===== src/rtl/aes_block_loader.sv =====
// Packs a WORD_W valid/ready stream into 128-bit AES plaintext blocks and keys,
// presenting each block with its bound key on a registered valid/ready output.
// Ports: clk, rst (sync, active-high), flush, s_valid/s_ready/s_data/s_key in,
//   m_valid/m_ready/m_block/m_key out, key_valid, err_nokey (1-cycle pulse).
// Option: AES_LOADER_BYTESWAP_EN byte-reverses every input word before packing.
module aes_block_loader #(
  parameter int WORD_W = 32
) (
  input  logic              clk,
  input  logic              rst,
  input  logic              flush,
  input  logic              s_valid,
  output logic              s_ready,
  input  logic [WORD_W-1:0] s_data,
  input  logic              s_key,
  output logic              m_valid,
  input  logic              m_ready,
  output logic [127:0]      m_block,
  output logic [127:0]      m_key,
  output logic              key_valid,
  output logic              err_nokey
);

  localparam int WORDS = 128 / WORD_W;
  localparam int CW    = (WORDS > 1) ? $clog2(WORDS) : 1;
  localparam logic [CW-1:0] LAST = CW'(WORDS - 1);

  logic [WORD_W-1:0] word_w;

`ifdef AES_LOADER_BYTESWAP_EN
  always_comb begin
    word_w = '0;
    for (int b = 0; b < WORD_W / 8; b++) begin
      word_w[8*b +: 8] = s_data[WORD_W-8-8*b +: 8];
    end
  end
`else
  assign word_w = s_data;
`endif

  logic [CW-1:0] data_cnt_q, data_cnt_d;
  logic [CW-1:0] key_cnt_q, key_cnt_d;
  logic [127:0]  blk_asm_q, blk_asm_d;
  logic [127:0]  key_asm_q, key_asm_d;
  logic [127:0]  key_act_q, key_act_d;
  logic          key_valid_q, key_valid_d;
  logic          m_valid_q, m_valid_d;
  logic [127:0]  m_block_q, m_block_d;
  logic [127:0]  m_key_q, m_key_d;
  logic          err_q, err_d;

  logic [127:0]  blk_ins;
  logic [127:0]  key_ins;
  logic          data_last;
  logic          key_last;
  logic          rdy;
  logic          acc;

  always_comb begin
    data_last = (data_cnt_q == LAST);
    key_last  = (key_cnt_q == LAST);

    // Assembly register with the incoming word dropped into its slice;
    // on a final word this is the complete group.
    blk_ins = blk_asm_q;
    key_ins = key_asm_q;
    for (int i = 0; i < WORDS; i++) begin
      if (data_cnt_q == CW'(i)) blk_ins[127-i*WORD_W -: WORD_W] = word_w;
      if (key_cnt_q == CW'(i))  key_ins[127-i*WORD_W -: WORD_W] = word_w;
    end

    // Stall everything (keys too) while a commit would overrun a held block.
    rdy = !(rst | flush | (data_last & m_valid_q & !m_ready));
    acc = s_valid & rdy;

    data_cnt_d  = data_cnt_q;
    key_cnt_d   = key_cnt_q;
    blk_asm_d   = blk_asm_q;
    key_asm_d   = key_asm_q;
    key_act_d   = key_act_q;
    key_valid_d = key_valid_q;
    m_valid_d   = m_valid_q;
    m_block_d   = m_block_q;
    m_key_d     = m_key_q;
    err_d       = 1'b0;

    if (m_ready) m_valid_d = 1'b0;

    unique case (1'b1)
      flush: begin
        data_cnt_d = '0;
        key_cnt_d  = '0;
        blk_asm_d  = '0;
        key_asm_d  = '0;
      end
      acc & s_key: begin
        if (key_last) begin
          key_act_d   = key_ins;
          key_valid_d = 1'b1;
          key_asm_d   = '0;
          key_cnt_d   = '0;
        end else begin
          key_asm_d = key_ins;
          key_cnt_d = key_cnt_q + CW'(1);
        end
      end
      acc & !s_key: begin
        if (data_last) begin
          // Commit binds the key that was active before this edge.
          if (key_valid_q) begin
            m_valid_d = 1'b1;
            m_block_d = blk_ins;
            m_key_d   = key_act_q;
          end else begin
            err_d = 1'b1;
          end
          blk_asm_d  = '0;
          data_cnt_d = '0;
        end else begin
          blk_asm_d  = blk_ins;
          data_cnt_d = data_cnt_q + CW'(1);
        end
      end
      default: ;
    endcase
  end

  always_ff @(posedge clk) begin
    if (rst) begin
      data_cnt_q  <= '0;
      key_cnt_q   <= '0;
      blk_asm_q   <= '0;
      key_asm_q   <= '0;
      key_act_q   <= '0;
      key_valid_q <= 1'b0;
      m_valid_q   <= 1'b0;
      m_block_q   <= '0;
      m_key_q     <= '0;
      err_q       <= 1'b0;
    end else begin
      data_cnt_q  <= data_cnt_d;
      key_cnt_q   <= key_cnt_d;
      blk_asm_q   <= blk_asm_d;
      key_asm_q   <= key_asm_d;
      key_act_q   <= key_act_d;
      key_valid_q <= key_valid_d;
      m_valid_q   <= m_valid_d;
      m_block_q   <= m_block_d;
      m_key_q     <= m_key_d;
      err_q       <= err_d;
    end
  end

  assign s_ready   = rdy;
  assign m_valid   = m_valid_q;
  assign m_block   = m_block_q;
  assign m_key     = m_key_q;
  assign key_valid = key_valid_q;
  assign err_nokey = err_q;

endmodule


===== config.mk =====
export PLATFORM = sky130hd
export DESIGN_NAME = aes_block_loader
export DESIGN_NICKNAME = d
export VERILOG_FILES = /design/src/rtl/aes_block_loader.sv
export SDC_FILE = /design/constraint.sdc
export NUM_CORES = 1
export LEC_CHECK = 0
export ABC_AREA = 1
export CORE_MARGIN = 4
export CORE_UTILIZATION = 24
export DETAILED_ROUTE_END_ITERATION = 10
export PLACE_DENSITY_LB_ADDON = 0.08
export SLEW_MARGIN = 20
export SYNTH_ARGS = -nofsm -noshare
export SYNTH_HDL_FRONTEND = slang
export SYNTH_SLANG_ARGS = --single-unit

===== constraint.sdc =====
create_clock -name clk -period 3.2 [get_ports clk]
set_clock_uncertainty 0.15 [all_clocks]
set_input_delay 0.64 -clock clk [delete_from_list [all_inputs] [get_ports clk]]
set_output_delay 0.64 -clock clk [all_outputs]
set_load 0.02 [all_outputs]

==> results.md <==
Worst setup path
- category of the critical setup timing path: flop to output port
- arrival time of data at the critical path endpoint: 2140 ps
- WP data required: 2410 ps
- highest-delay cell along the critical path: sky130_fd_sc_hd__clkdlybuf4s50_1
- critical path peak fanout: 5
- biggest cell delay along the critical path: 540 ps
- CP Capture Type: output port
- cells along the critical path: ha_4, nand3_1, and2_1, clkdlybuf4s50_1
- Setup crit start kind: flop

Global route
- antenna violations before repair: 11
- overall fraction of global-route tracks in use: 16.9%
- pin count of the biggest net entering global routing: 127
- GR Overflow Total: 0
- via count of the first global-routing pass: 24.9k
- global-route wire length before repair: 163 mm

Synthesis
- proportion of register bits with asynchronous set or reset after synthesis: 0%
- top-count cell post-synth: sky130_fd_sc_hd__nand2_1
- Synth area leaders: sky130_fd_sc_hd__dfxtp_1 (43%), sky130_fd_sc_hd__nand2_1 (14%), sky130_fd_sc_hd__nor2_1 (13%), sky130_fd_sc_hd__inv_1 (7.2%), sky130_fd_sc_hd__o21a_1 (5.1%)
- count of synthesis-stage warnings from yosys: 0
- area share of the largest cell type after synthesis: 43.1%
- sequential cell area fraction in the yosys report: 43.1%
- Synth cell types: 21
- commonest cells in the netlist: sky130_fd_sc_hd__nand2_1 (1035), sky130_fd_sc_hd__nor2_1 (1000), sky130_fd_sc_hd__dfxtp_1 (615), sky130_fd_sc_hd__inv_1 (551), sky130_fd_sc_hd__a21oi_1 (196)
- post-synth top area cell: sky130_fd_sc_hd__dfxtp_1
- Post-Syn Nets: 4382
- Gate Count Post-Synth: 4336
- EDFF count, synth: 0
- Synth Flop Type: sky130_fd_sc_hd__dfxtp_1
- Avg Synthesized Cell Area: 6.58 sq um
- post-synthesis instance area: 28500 sq um
- number of register bits inferred by synthesis: 615

Clock tree
- CTS clk-pin slew, worst paths: 60 ps
- TritonCTS clock tree: done
- CTS H-Tree Depth: 3
- total clock sinks: 615
- number of buffers inserted by post-CTS setup repair: 0
- CTS Root Buffer Type: sky130_fd_sc_hd__clkbuf_16
- worst skew pair latency: 640 ps
- post_cts resized: 0
- cts bufs inserted: 81
- maximum buffer depth of the clock tree: 3
- hold-fix buffers at CTS: 0

Run status
- status: complete, no violations

Floorplan
- Core Region: 118000 sq um
- top-level port count: 298
- die area: 124000 sq um
- # rows: 126
- width of the chip: 353 microns
- Vert. Die Dim: 353 microns
- starting density of the core: 24.2%

Pwr
- combinational share of power: 5.1%
- Internal: 0.0133 W
- switching share of total power: 24.4%
- Lkg Pwr: 14.9 nW
- share of total power in the clock network: 51.1%
- proportion of power drawn by flip-flops and latches: 43.7%
- Peak VDD IR: 341 uV
- switching power: 0.00429 W
- total power per unit cell area: 488 nW/um^2

Detailed routing
- wl on met1: 52.7 mm
- final wirelength: 108 mm
- Avg WL per Cell: 17.7 microns
- number of iterations in the first detailed-routing pass: 5
- detailed-routed wire length on met2: 47.0 mm
- count of routing violations after the opening detailed-route iteration: 1597
- number of vias per cell: 4.26
- Vias: 26.0k
- remaining number of nets flagged by the antenna check after routing: 0
- remaining routing DRC violations: 0
- highest layer used for signal routing: met5
- met3 WL post-DR: 6.47 mm

Timing
- final max-slew violation count: 0
- Fin. Hold Viols: 0
- unrepaired setup endpoints after global routing: no
- Relative slew margins: 41.8%
- Final min period: 2930 ps
- portion of the clock cycle consumed by the worst path in the final layout: 91.7%
- Setup-failing EPs final: 0
- setup tns final: 0 ps
- Max Freq: 0.341 GHz
- slew at the pin with the worst max-slew slack: 871 ps

Place
- HPWL after DPL: 65.4 mm
- number of buffers inserted by port buffering: 297
- placed insts: 5965
- routability-driven placement congestion ratio: 0.722

Worst hold path
- Hold WC Path Type: flop to flop

Layout
- layout overhead on the synthesized area: 26.1%
- final instance count without filler cells: 6103
- number of filler instances in the final layout: 12.9k
- count of nets after finishing: 4558
- share of layout cells above drive strength 1: 5.32%
- combined area of the multi-input logic cells: 12900 sq um
- Sequential cell area: 12300 sq um

Flow run
- number of maximum-capacitance violations: 0

==> stage by stage <==
stage	setup slack [ps]	utilization (%)	hold WS, ps	instance area (sq um)	power [W]
after floorplan	1150	-	272	28500	0.00830
after global placement	273	28.3	279	33400	0.00878
after detailed placement	233	28.3	281	33400	0.00877
after CTS	200	30.5	290	36000	0.0179
after global routing	175	30.5	308	36000	0.0183
final	267	30.5	288	36000	0.0176
==> power groups by stage <==
stage / logic, W / registers, W / clock network [W]
final: 0.000902 / 0.00768 / 0.00899
after global routing: 0.000989 / 0.00768 / 0.00965
after CTS: 0.000929 / 0.00768 / 0.00934
after detailed placement: 0.000926 / 0.00785 / 0
after global placement: 0.000931 / 0.00785 / 0
after floorplan: 0.000453 / 0.00784 / 0
==> registers in the layout, summed over array words and instances, names as in the netlist <==
register	count
err_nokey	1
m_valid	1
key_act_q	128
data_cnt_q	2
key_cnt_q	2
key_valid	1
m_block	128
blk_asm_q	128
key_asm_q	96
m_key	128
==> layout make-up <==
type                    instances  area share, %
diodes                          2         0.0139
clock buffers                 126           6.81
clock inverters                10          0.306
inverters                     556           5.86
multi-input cells            2857           35.8
flip-flops and latches        615           34.2
well taps                    1536           5.34
repair buffers                401           11.6
==> routing by layer <==
layer | track usage [%] | up-vias
li1 | - | 13500
met1 | 24.0 | 11900
met2 | 26.2 | 483
met3 | 3.62 | 114
met4 | 3.94 | 4
met5 | 0 | -
==> cells in the final DEF, fill, tap and decap left out <==
cell type,n
sky130_fd_sc_hd__a21oi_1,195
sky130_fd_sc_hd__a21oi_4,1
sky130_fd_sc_hd__and2_1,1
sky130_fd_sc_hd__buf_12,35
sky130_fd_sc_hd__buf_2,4
sky130_fd_sc_hd__buf_4,69
sky130_fd_sc_hd__bufinv_16,2
sky130_fd_sc_hd__clkbuf_1,24
sky130_fd_sc_hd__clkbuf_16,85
sky130_fd_sc_hd__clkbuf_8,18
sky130_fd_sc_hd__clkdlybuf4s50_1,292
sky130_fd_sc_hd__clkinv_2,6
sky130_fd_sc_hd__clkinvlp_4,1
sky130_fd_sc_hd__dfxtp_1,615
sky130_fd_sc_hd__diode_2,2
sky130_fd_sc_hd__ha_2,6
sky130_fd_sc_hd__ha_4,2
sky130_fd_sc_hd__inv_1,551
sky130_fd_sc_hd__inv_4,2
sky130_fd_sc_hd__inv_6,2
sky130_fd_sc_hd__inv_8,2
sky130_fd_sc_hd__nand2_1,1033
sky130_fd_sc_hd__nand2_4,3
sky130_fd_sc_hd__nand3_1,195
sky130_fd_sc_hd__nand4_4,2
sky130_fd_sc_hd__nor2_1,999
sky130_fd_sc_hd__nor2_4,3
sky130_fd_sc_hd__o21a_1,192
sky130_fd_sc_hd__o21ai_0,33
sky130_fd_sc_hd__o21bai_1,192
==> cell families after synthesis <==
family | after synthesis | synth area share, %
compound gates | 613 | 14.1
flops | 615 | 43.1
fa+ha+maj | 8 | 0.351
simple gates | 2236 | 30.4
buf+inv | 864 | 11.9
==> critical path: cells and delay by family (launching register included) <==
| family | cells | cell delay, ps |
|---|---|---|
| DFF | 1 | 460 |
| buffers and inverters | 1 | 540 |
| adders and majority gates | 1 | 240 |
| and+or+nand+nor | 2 | 250 |
==> final timing paths <==
check	depth (start not counted)	startpoint	slack [ps]	end
min	2	blk_asm_q[26]$_SDFFE_PP0P_	290	blk_asm_q[26]$_SDFFE_PP0P_
max reg2reg	9	data_cnt_q[0]$_SDFFE_PP0P_	820	blk_asm_q[30]$_SDFFE_PP0P_
max	4	data_cnt_q[0]$_SDFFE_PP0P_	270	s_ready
min reg2reg	2	blk_asm_q[26]$_SDFFE_PP0P_	290	blk_asm_q[26]$_SDFFE_PP0P_
(Power assumes the default switching activity.)
